`src/rtl/forth_alu_mc_if.sv`:
```
// Operand/result bundle between the stack top registers and forth_alu_mc.
// Handshake: i_START is a request sampled only while IDLE (never queued); o_DONE is a one-cycle strobe
// that qualifies o_RESULT/o_RESULT2/o_FAULT, which then hold until the next strobe. There is no backpressure.
interface forth_alu_mc_if #(
  parameter int WIDTH = 16
);
  logic             i_START;
  logic [4:0]       f_aluctrl;
  logic [WIDTH-1:0] i_OP1;
  logic [WIDTH-1:0] i_OP2;
  logic [WIDTH-1:0] o_RESULT;
  logic [WIDTH-1:0] o_RESULT2;
  logic             o_BUSY;
  logic             o_DONE;
  logic             o_FAULT;
  logic [1:0]       dbg_state;

  modport master (
    output i_START, f_aluctrl, i_OP1, i_OP2,
    input  o_RESULT, o_RESULT2, o_BUSY, o_DONE, o_FAULT, dbg_state
  );

  modport slave (
    input  i_START, f_aluctrl, i_OP1, i_OP2,
    output o_RESULT, o_RESULT2, o_BUSY, o_DONE, o_FAULT, dbg_state
  );
endinterface

```
`src/rtl/forth_alu_mc.sv`:
```
// Multi-cycle Forth stack ALU: single-cycle logic/arith ops, shift-add multiplier, optional
// restoring divider built only when FORTH_ALU_MC_DIV_EN is defined.
module forth_alu_mc #(
  parameter int WIDTH = 16,
  parameter int CNTW  = $clog2(WIDTH) + 1
) (
  input logic           c_CLOCK,
  input logic           c_RESET,
  forth_alu_mc_if.slave bus
);
  typedef enum logic [1:0] {IDLE = 2'd0, ITER = 2'd1, FIX = 2'd2} state_t;

  localparam logic [4:0] OP_MUL    = 5'b00110;
  localparam logic [4:0] OP_UMMUL  = 5'b10011;
  localparam logic [4:0] OP_MMUL   = 5'b10100;
  localparam logic [4:0] OP_DIV    = 5'b10000;
  localparam logic [4:0] OP_MOD    = 5'b10001;
  localparam logic [4:0] OP_DIVMOD = 5'b10010;
  localparam logic [WIDTH-1:0] W_LIM  = WIDTH'(WIDTH);
  localparam logic [CNTW-1:0]  W_LAST = CNTW'(WIDTH - 1);

  state_t           state;
  logic [CNTW-1:0]  cnt;
  logic [4:0]       op_q;
  logic [WIDTH-1:0] hi, lo, mcand;
  logic             neg_q;
  logic [WIDTH-1:0] res_q, res2_q;
  logic             done_q, fault_q;

  logic [WIDTH-1:0] abs1, abs2, sc_res;
  logic             sc_fault, is_mul;
  logic [WIDTH:0]   mul_sum;
  logic [WIDTH-1:0] step_hi, step_lo;
  logic [2*WIDTH-1:0] prod, prod_c;
  logic [WIDTH-1:0] fix_res, fix_res2;
  logic             fix_fault;

`ifdef FORTH_ALU_MC_DIV_EN
  logic             rneg_q, dz_q, is_div, iter_div;
  logic [WIDTH:0]   div_sh, div_diff;
  logic [WIDTH-1:0] quo, rem;
`endif

  assign abs1   = bus.i_OP1[WIDTH-1] ? -bus.i_OP1 : bus.i_OP1;
  assign abs2   = bus.i_OP2[WIDTH-1] ? -bus.i_OP2 : bus.i_OP2;
  assign is_mul = (bus.f_aluctrl == OP_MUL) || (bus.f_aluctrl == OP_UMMUL) || (bus.f_aluctrl == OP_MMUL);
`ifdef FORTH_ALU_MC_DIV_EN
  assign is_div   = (bus.f_aluctrl == OP_DIV) || (bus.f_aluctrl == OP_MOD) || (bus.f_aluctrl == OP_DIVMOD);
  assign iter_div = (op_q == OP_DIV) || (op_q == OP_MOD) || (op_q == OP_DIVMOD);
`endif

  // Binary ops take NOS (OP2) as the left operand, Forth-style; unary ops act on TOS (OP1).
  always_comb begin
    sc_res   = '0;
    sc_fault = 1'b0;
    case (bus.f_aluctrl)
      5'd0:  sc_res = (bus.i_OP1 == '0) ? '1 : '0;
      5'd1:  sc_res = abs1;
      5'd2:  sc_res = -bus.i_OP1;
      5'd3:  sc_res = ~bus.i_OP1;
      5'd4:  sc_res = bus.i_OP2 + bus.i_OP1;
      5'd5:  sc_res = bus.i_OP2 - bus.i_OP1;
      5'd7:  sc_res = (abs1 >= W_LIM) ? '0 : (bus.i_OP2 << abs1);
      5'd8:  sc_res = (abs1 >= W_LIM) ? '0 : (bus.i_OP2 >> abs1);
      5'd9:  sc_res = bus.i_OP2 & bus.i_OP1;
      5'd10: sc_res = bus.i_OP2 | bus.i_OP1;
      5'd11: sc_res = bus.i_OP2 ^ bus.i_OP1;
      5'd12: sc_res = ($signed(bus.i_OP2) <  $signed(bus.i_OP1)) ? '1 : '0;
      5'd13: sc_res = ($signed(bus.i_OP2) <= $signed(bus.i_OP1)) ? '1 : '0;
      5'd14: sc_res = (bus.i_OP2 == bus.i_OP1) ? '1 : '0;
      5'd15: sc_res = (bus.i_OP2 != bus.i_OP1) ? '1 : '0;
      default: sc_fault = 1'b1;
    endcase
  end

  // One iteration: multiply shifts {hi,lo} right; divide shifts the dividend out of lo into hi.
  always_comb begin
    mul_sum = {1'b0, hi} + {1'b0, (lo[0] ? mcand : '0)};
    step_hi = mul_sum[WIDTH:1];
    step_lo = {mul_sum[0], lo[WIDTH-1:1]};
`ifdef FORTH_ALU_MC_DIV_EN
    div_sh   = {hi, lo[WIDTH-1]};
    div_diff = div_sh - {1'b0, mcand};
    if (iter_div) begin
      step_hi = (div_sh >= {1'b0, mcand}) ? div_diff[WIDTH-1:0] : div_sh[WIDTH-1:0];
      step_lo = {lo[WIDTH-2:0], (div_sh >= {1'b0, mcand})};
    end
`endif
  end

  always_comb begin
    prod      = {hi, lo};
    prod_c    = neg_q ? -prod : prod;
    fix_res   = prod_c[WIDTH-1:0];
    fix_res2  = (op_q == OP_MUL) ? '0 : prod_c[2*WIDTH-1:WIDTH];
    fix_fault = 1'b0;
`ifdef FORTH_ALU_MC_DIV_EN
    quo = dz_q ? '1 : (neg_q ? -lo : lo);
    rem = dz_q ? lo : (rneg_q ? -hi : hi);
    if (iter_div) begin
      fix_fault = dz_q;
      fix_res   = (op_q == OP_MOD) ? rem : quo;
      fix_res2  = (op_q == OP_DIVMOD) ? rem : '0;
    end
`endif
  end

  always_ff @(posedge c_CLOCK or posedge c_RESET) begin
    if (c_RESET) begin
      state   <= IDLE;
      cnt     <= '0;
      op_q    <= '0;
      hi      <= '0;
      lo      <= '0;
      mcand   <= '0;
      neg_q   <= 1'b0;
      res_q   <= '0;
      res2_q  <= '0;
      done_q  <= 1'b0;
      fault_q <= 1'b0;
`ifdef FORTH_ALU_MC_DIV_EN
      rneg_q  <= 1'b0;
      dz_q    <= 1'b0;
`endif
    end else begin
      done_q <= 1'b0;
      case (state)
        IDLE: if (bus.i_START) begin
          op_q <= bus.f_aluctrl;
          cnt  <= '0;
          if (is_mul) begin
            hi    <= '0;
            state <= ITER;
            if (bus.f_aluctrl == OP_UMMUL) begin
              lo    <= bus.i_OP2;
              mcand <= bus.i_OP1;
              neg_q <= 1'b0;
            end else begin
              lo    <= abs2;
              mcand <= abs1;
              neg_q <= bus.i_OP1[WIDTH-1] ^ bus.i_OP2[WIDTH-1];
            end
`ifdef FORTH_ALU_MC_DIV_EN
            dz_q <= 1'b0;
          end else if (is_div) begin
            hi     <= '0;
            mcand  <= abs1;
            neg_q  <= bus.i_OP1[WIDTH-1] ^ bus.i_OP2[WIDTH-1];
            rneg_q <= bus.i_OP2[WIDTH-1];
            dz_q   <= (bus.i_OP1 == '0);
            // Divide by zero keeps the raw dividend in lo so FIX can return it as the remainder.
            lo     <= (bus.i_OP1 == '0) ? bus.i_OP2 : abs2;
            state  <= (bus.i_OP1 == '0) ? FIX : ITER;
`endif
          end else begin
            res_q   <= sc_res;
            res2_q  <= '0;
            fault_q <= sc_fault;
            done_q  <= 1'b1;
          end
        end
        ITER: begin
          hi  <= step_hi;
          lo  <= step_lo;
          cnt <= cnt + 1'b1;
          if (cnt == W_LAST) state <= FIX;
        end
        FIX: begin
          res_q   <= fix_res;
          res2_q  <= fix_res2;
          fault_q <= fix_fault;
          done_q  <= 1'b1;
          state   <= IDLE;
        end
        default: state <= IDLE;
      endcase
    end
  end

  assign bus.o_RESULT  = res_q;
  assign bus.o_RESULT2 = res2_q;
  assign bus.o_DONE    = done_q;
  assign bus.o_FAULT   = fault_q;
  assign bus.o_BUSY    = (state != IDLE);
  assign bus.dbg_state = state;
endmodule
```
`src/flat_wrapper.sv`:
```
// flat-port wrapper written by rule: the top's interface ports become plain ports
module forth_alu_mc_flat 
#(
  parameter int WIDTH = 16,
  parameter int CNTW  = $clog2(WIDTH) + 1
)
  (c_CLOCK, c_RESET, bus_i_START, bus_f_aluctrl, bus_i_OP1, bus_i_OP2, bus_o_RESULT, bus_o_RESULT2, bus_o_BUSY, bus_o_DONE, bus_o_FAULT, bus_dbg_state);
  forth_alu_mc_if #(.WIDTH(WIDTH)) bus_i ();
  input logic c_CLOCK;
  input logic c_RESET;
  input wire logic [$bits(bus_i.i_START)-1:0] bus_i_START;
  input wire logic [$bits(bus_i.f_aluctrl)-1:0] bus_f_aluctrl;
  input wire logic [$bits(bus_i.i_OP1)-1:0] bus_i_OP1;
  input wire logic [$bits(bus_i.i_OP2)-1:0] bus_i_OP2;
  output wire logic [$bits(bus_i.o_RESULT)-1:0] bus_o_RESULT;
  output wire logic [$bits(bus_i.o_RESULT2)-1:0] bus_o_RESULT2;
  output wire logic [$bits(bus_i.o_BUSY)-1:0] bus_o_BUSY;
  output wire logic [$bits(bus_i.o_DONE)-1:0] bus_o_DONE;
  output wire logic [$bits(bus_i.o_FAULT)-1:0] bus_o_FAULT;
  output wire logic [$bits(bus_i.dbg_state)-1:0] bus_dbg_state;
  assign bus_i.i_START = bus_i_START;
  assign bus_i.f_aluctrl = bus_f_aluctrl;
  assign bus_i.i_OP1 = bus_i_OP1;
  assign bus_i.i_OP2 = bus_i_OP2;
  assign bus_o_RESULT = bus_i.o_RESULT;
  assign bus_o_RESULT2 = bus_i.o_RESULT2;
  assign bus_o_BUSY = bus_i.o_BUSY;
  assign bus_o_DONE = bus_i.o_DONE;
  assign bus_o_FAULT = bus_i.o_FAULT;
  assign bus_dbg_state = bus_i.dbg_state;
  forth_alu_mc #(.WIDTH(WIDTH), .CNTW(CNTW)) u_core (.c_CLOCK(c_CLOCK), .c_RESET(c_RESET), .bus(bus_i));
endmodule
```
`config.mk`:
```
export PLATFORM = sky130hd
export DESIGN_NAME = forth_alu_mc_flat
export DESIGN_NICKNAME = d
export VERILOG_FILES = /design/src/rtl/forth_alu_mc_if.sv /design/src/rtl/forth_alu_mc.sv /design/src/flat_wrapper.sv
export SDC_FILE = /design/constraint.sdc
export NUM_CORES = 1
export LEC_CHECK = 0
export ABC_AREA = 1
export CAP_MARGIN = 15
export CORE_AREA = 2 2 198 161
export DETAILED_ROUTE_END_ITERATION = 10
export DIE_AREA = 0 0 200 163
export GPL_ROUTABILITY_DRIVEN = 0
export HOLD_SLACK_MARGIN = 0.12
export PLACE_DENSITY = 0.6
export SYNTH_ARGS = -nofsm -noshare
export SYNTH_HDL_FRONTEND = slang
export SYNTH_SLANG_ARGS = --single-unit
```
`constraint.sdc`:
```
create_clock -name c_CLOCK -period 4.15 [get_ports c_CLOCK]
set_input_delay 0.83 -clock c_CLOCK [delete_from_list [all_inputs] [get_ports c_CLOCK]]
set_output_delay 0.83 -clock c_CLOCK [all_outputs]
set_load 0.05 [all_outputs]
```
==> impl_metrics.toml <==
[grt]
grt_pass1_wl_um = 67000
antenna_found_initial = 1
grt_max_degree = 55
grtUsageTotal_pct = 26.9
first_global_vias = 11600
grt-ovfl-total = 0

[synthesis]
synthCells = 1703
yosys.area.top_type = "dfrtp_1"
syn_area_per_cell_um2 = 6.24
synth.area.top_cells = "dfrtp_1 22%, nand2_1 13%, nand3_1 9.2%"
syn_area_um2 = 10600
ys_ff_latch = 95
synth_cell_type_count = 59
yosysWarningCount = 0
synth_ff_type = "dfrtp_1"
ys_seq_area_share_pct = 22.4
synth_nets = 1816
synth-edff-count = 0
synth_top_cell_area_share_pct = 22.4
synthArstFlopShare_pct = 100

[clock_network]
root_buffer = "clkbuf_16"
insertion_delay_ns = 0.36
cts_buffers = 9
h-tree-depth = 3
cts_tree = "yes"
clockBufferDepth = 2
cts_setup_buffers = 0
clock-sinks = 95
cts.clk_slew.worst_paths_ns = 0.07

[final_layout]
stdcell_area_um2 = 12800
drive_gt1_share_pct = 10.9
final_cells = 2255
area_growth_pct = 20.5
nNetsFinal = 1942
final_common_cell = "nand2_1"
final_util_pct = 41.5
layout_common_cells = "380 x nand2_1, 199 x inv_1, 195 x nand3_1"

[timing]
relSlewSlack_pct = 36.7
tightestPinTransition_ns = 0.946
clock_skew_ns = 0.00797
max_freq_mhz = 247
min_period_over_period_pct = 97.5
setup_viol = 0
final_hold_viol_count = 0
period_minus_slack_ns = 4.05
rsz0062_at_grt = "false"
maxSlewViolCount = 0

[pwr]
p_int_uw = 2740
swShare_pct = 50.4
p_switching_uw = 2780
p_seq_share_pct = 29.3
clkPwrFrac_pct = 14.4
share_comb_of_total_power_pct = 56.4
p_per_area_nw_per_um2 = 431
p_leak_uw = 0.00620
vdd.ir_drop.worst_mv = 0.412

[critical_path]
rrSetupSlack_ns = 0.70
r2r-start = "u_core.lo[0]"
rr_endpoint = "u_core.bus.o_RESULT2[14]"
r2r.worst_path.cells = 14
worstPathRequired_ns = 4.39
end_kind = "register"
arrival_ns = 4.29
start_kind = "input pin"
crit_fanout = 7
path_class = "in2reg"

[die]
die_w_um = 200
design.die.area_um2 = 32600
core_area_um2 = 30800
initial_core_util_pct = 34.5
io_pins = 77
rows = 58
dieHeight_um = 163

[outcome]
status = "finished clean"

[detailed_routing]
wl_met1_um = 19100
route.vias.total = 12700
drt_wl_total_um = 43700
routed.top_layer = "met4"
dr_wl_met2_um = 17400
dr.first_iter.drc_count = 1780
viasPerCell = 5.64
route.detailed.drc = 0
ant_nets = 0
wl_per_cell_um = 19.4
met3RoutedLength_um = 5590
drt_first_pass_iters = 6

[min_path]
min_path_type = "reg2reg"
min_from = "u_core.bus.o_RESULT2[3]"
hold_end = "u_core.bus.o_RESULT2[3]"
min_path_cells = 2

[place]
dp_cells = 2238
placed_area_um2 = 12500
dp_hpwl_um = 34700
numPortBuffers = 76

[run]
maxCapViolations = 0
==> per-stage QoR <==
stage	setup WS (ns)	hold slack (ns)	power [µW]	TNS, ns
floorplan	0.757	0.453	3660	0
global placement	-0.445	0.468	4660	-2.93
detailed placement	-0.466	0.475	4700	-3.21
CTS	0.0823	0.494	5520	0
global route	0.0170	0.508	5970	0
finish	0.105	0.486	5520	0
==> cells in the mapped netlist, types with 8 or more instances <==
cell type and count:
a21oi_1 92, a221oi_1 8, a31oi_1 18, buf_2 15, clkbuf_1 42, dfrtp_1 95
ha_1 70, inv_1 200, inv_2 9, nand2_1 380, nand2_2 13, nand3_1 195
nand3_2 11, nand4_1 11, nor2_1 183, nor2_2 9, nor3_1 23, o211ai_1 10
o21ai_0 143, o21ai_1 20, o22ai_1 33, o31ai_1 8, xor2_1 23
==> what timing repair did <==
action,in CTS,in global routing
gates resized for setup,2,9
hold buffers,0,0
setup endpoints to repair,2,8
pin swaps,0,0
==> routing by layer <==
layer / vias to the layer above / track usage (%)
met1: 5858 / 38.1
met3: 116 / 8.28
met2: 752 / 38.5
met4: 0 / 9.16
li1: 5985 / -
met5: - / 0
==> logic make-up (layout without fill, tap and decap cells) <==
| logic type | count (synthesis) | count (layout) | synth area share [%] |
|---|---|---|---|
| AND/OR/NAND/NOR | 854 | 854 | 35.9 |
| flip-flops | 95 | 95 | 22.4 |
| buffers and inverters | 278 | 409 | 10.2 |
| multiplexers | 1 | 1 | 0.106 |
| XOR/XNOR | 25 | 25 | 2.06 |
| other | 0 | 1 | 0 |
| AO/OA/AOI/OAI | 377 | 377 | 20.6 |
| adder cells (fa/ha/maj) | 73 | 73 | 8.81 |
==> worst max-delay path: stages <==
cell	delay (ns)
clkdlybuf4s50_1	0.55
inv_1	0.17
ha_1	0.43
inv_1	0.16
a21o_1	0.20
a21oi_1	0.12
nor2_1	0.05
nor3_1	0.15
nand2_1	0.09
xor2_1	0.26
o21ai_1	0.11
nand4_1	0.19
buf_4	0.24
o2111ai_1	0.22
a21oi_2	0.20
nand2_1	0.12
nand2_1	0.12
a21oi_1	0.08
==> how the worst max path moves through the flow <==
stage	start	to	slack [ns]	cells after the start
2_1_floorplan	bus_i_OP1[0]	u_core.bus.o_RESULT[2]	0.76	24
3_3_place_gp	bus_i_OP1[7]	u_core.bus.o_RESULT[5]	-0.44	15
3_5_place_dp	bus_i_OP2[2]	u_core.bus.o_RESULT[5]	-0.47	15
4_1_cts	bus_i_OP2[0]	u_core.bus.o_RESULT[3]	0.08	19
5_1_grt	bus_i_OP2[2]	u_core.bus.o_RESULT[15]	0.02	22
6_report	bus_i_OP1[13]	u_core.bus.o_RESULT[3]	0.10	18
==> flip-flops by register name, summed over array words and instances (netlist names) <==
signal and cells:
u_core.cnt 5, u_core.bus.dbg_state 2, u_core.bus.o_RESULT2 16, u_core.bus.o_DONE 1, u_core.neg_q 1, u_core.mcand 16
u_core.bus.o_FAULT 1, u_core.lo 16, u_core.op_q 5, u_core.bus.o_RESULT 16, u_core.hi 16
==> area by class of cell <==
| class | instances | area, µm² |
|---|---|---|
| Antenna cell | 1 | 2.50 |
| Clock buffer | 10 | 229 |
| Clock inverter | 6 | 46.3 |
| Fill cell | 3335 | 18000 |
| Inverter | 213 | 802 |
| Multi-Input combinational cell | 1330 | 7230 |
| Sequential cell | 95 | 2380 |
| Tap cell | 420 | 526 |
| Timing Repair Buffer | 180 | 1590 |
==> power by group through the flow <==
stage | logic, µW | clock network, µW | registers [µW]
2_1_floorplan | 1800 | 0 | 1860
3_3_place_gp | 3030 | 0 | 1630
3_5_place_dp | 3070 | 0 | 1630
4_1_cts | 3080 | 819 | 1620
5_1_grt | 3450 | 856 | 1670
6_report | 3110 | 792 | 1620
Power figures use the tool's default switching activity.
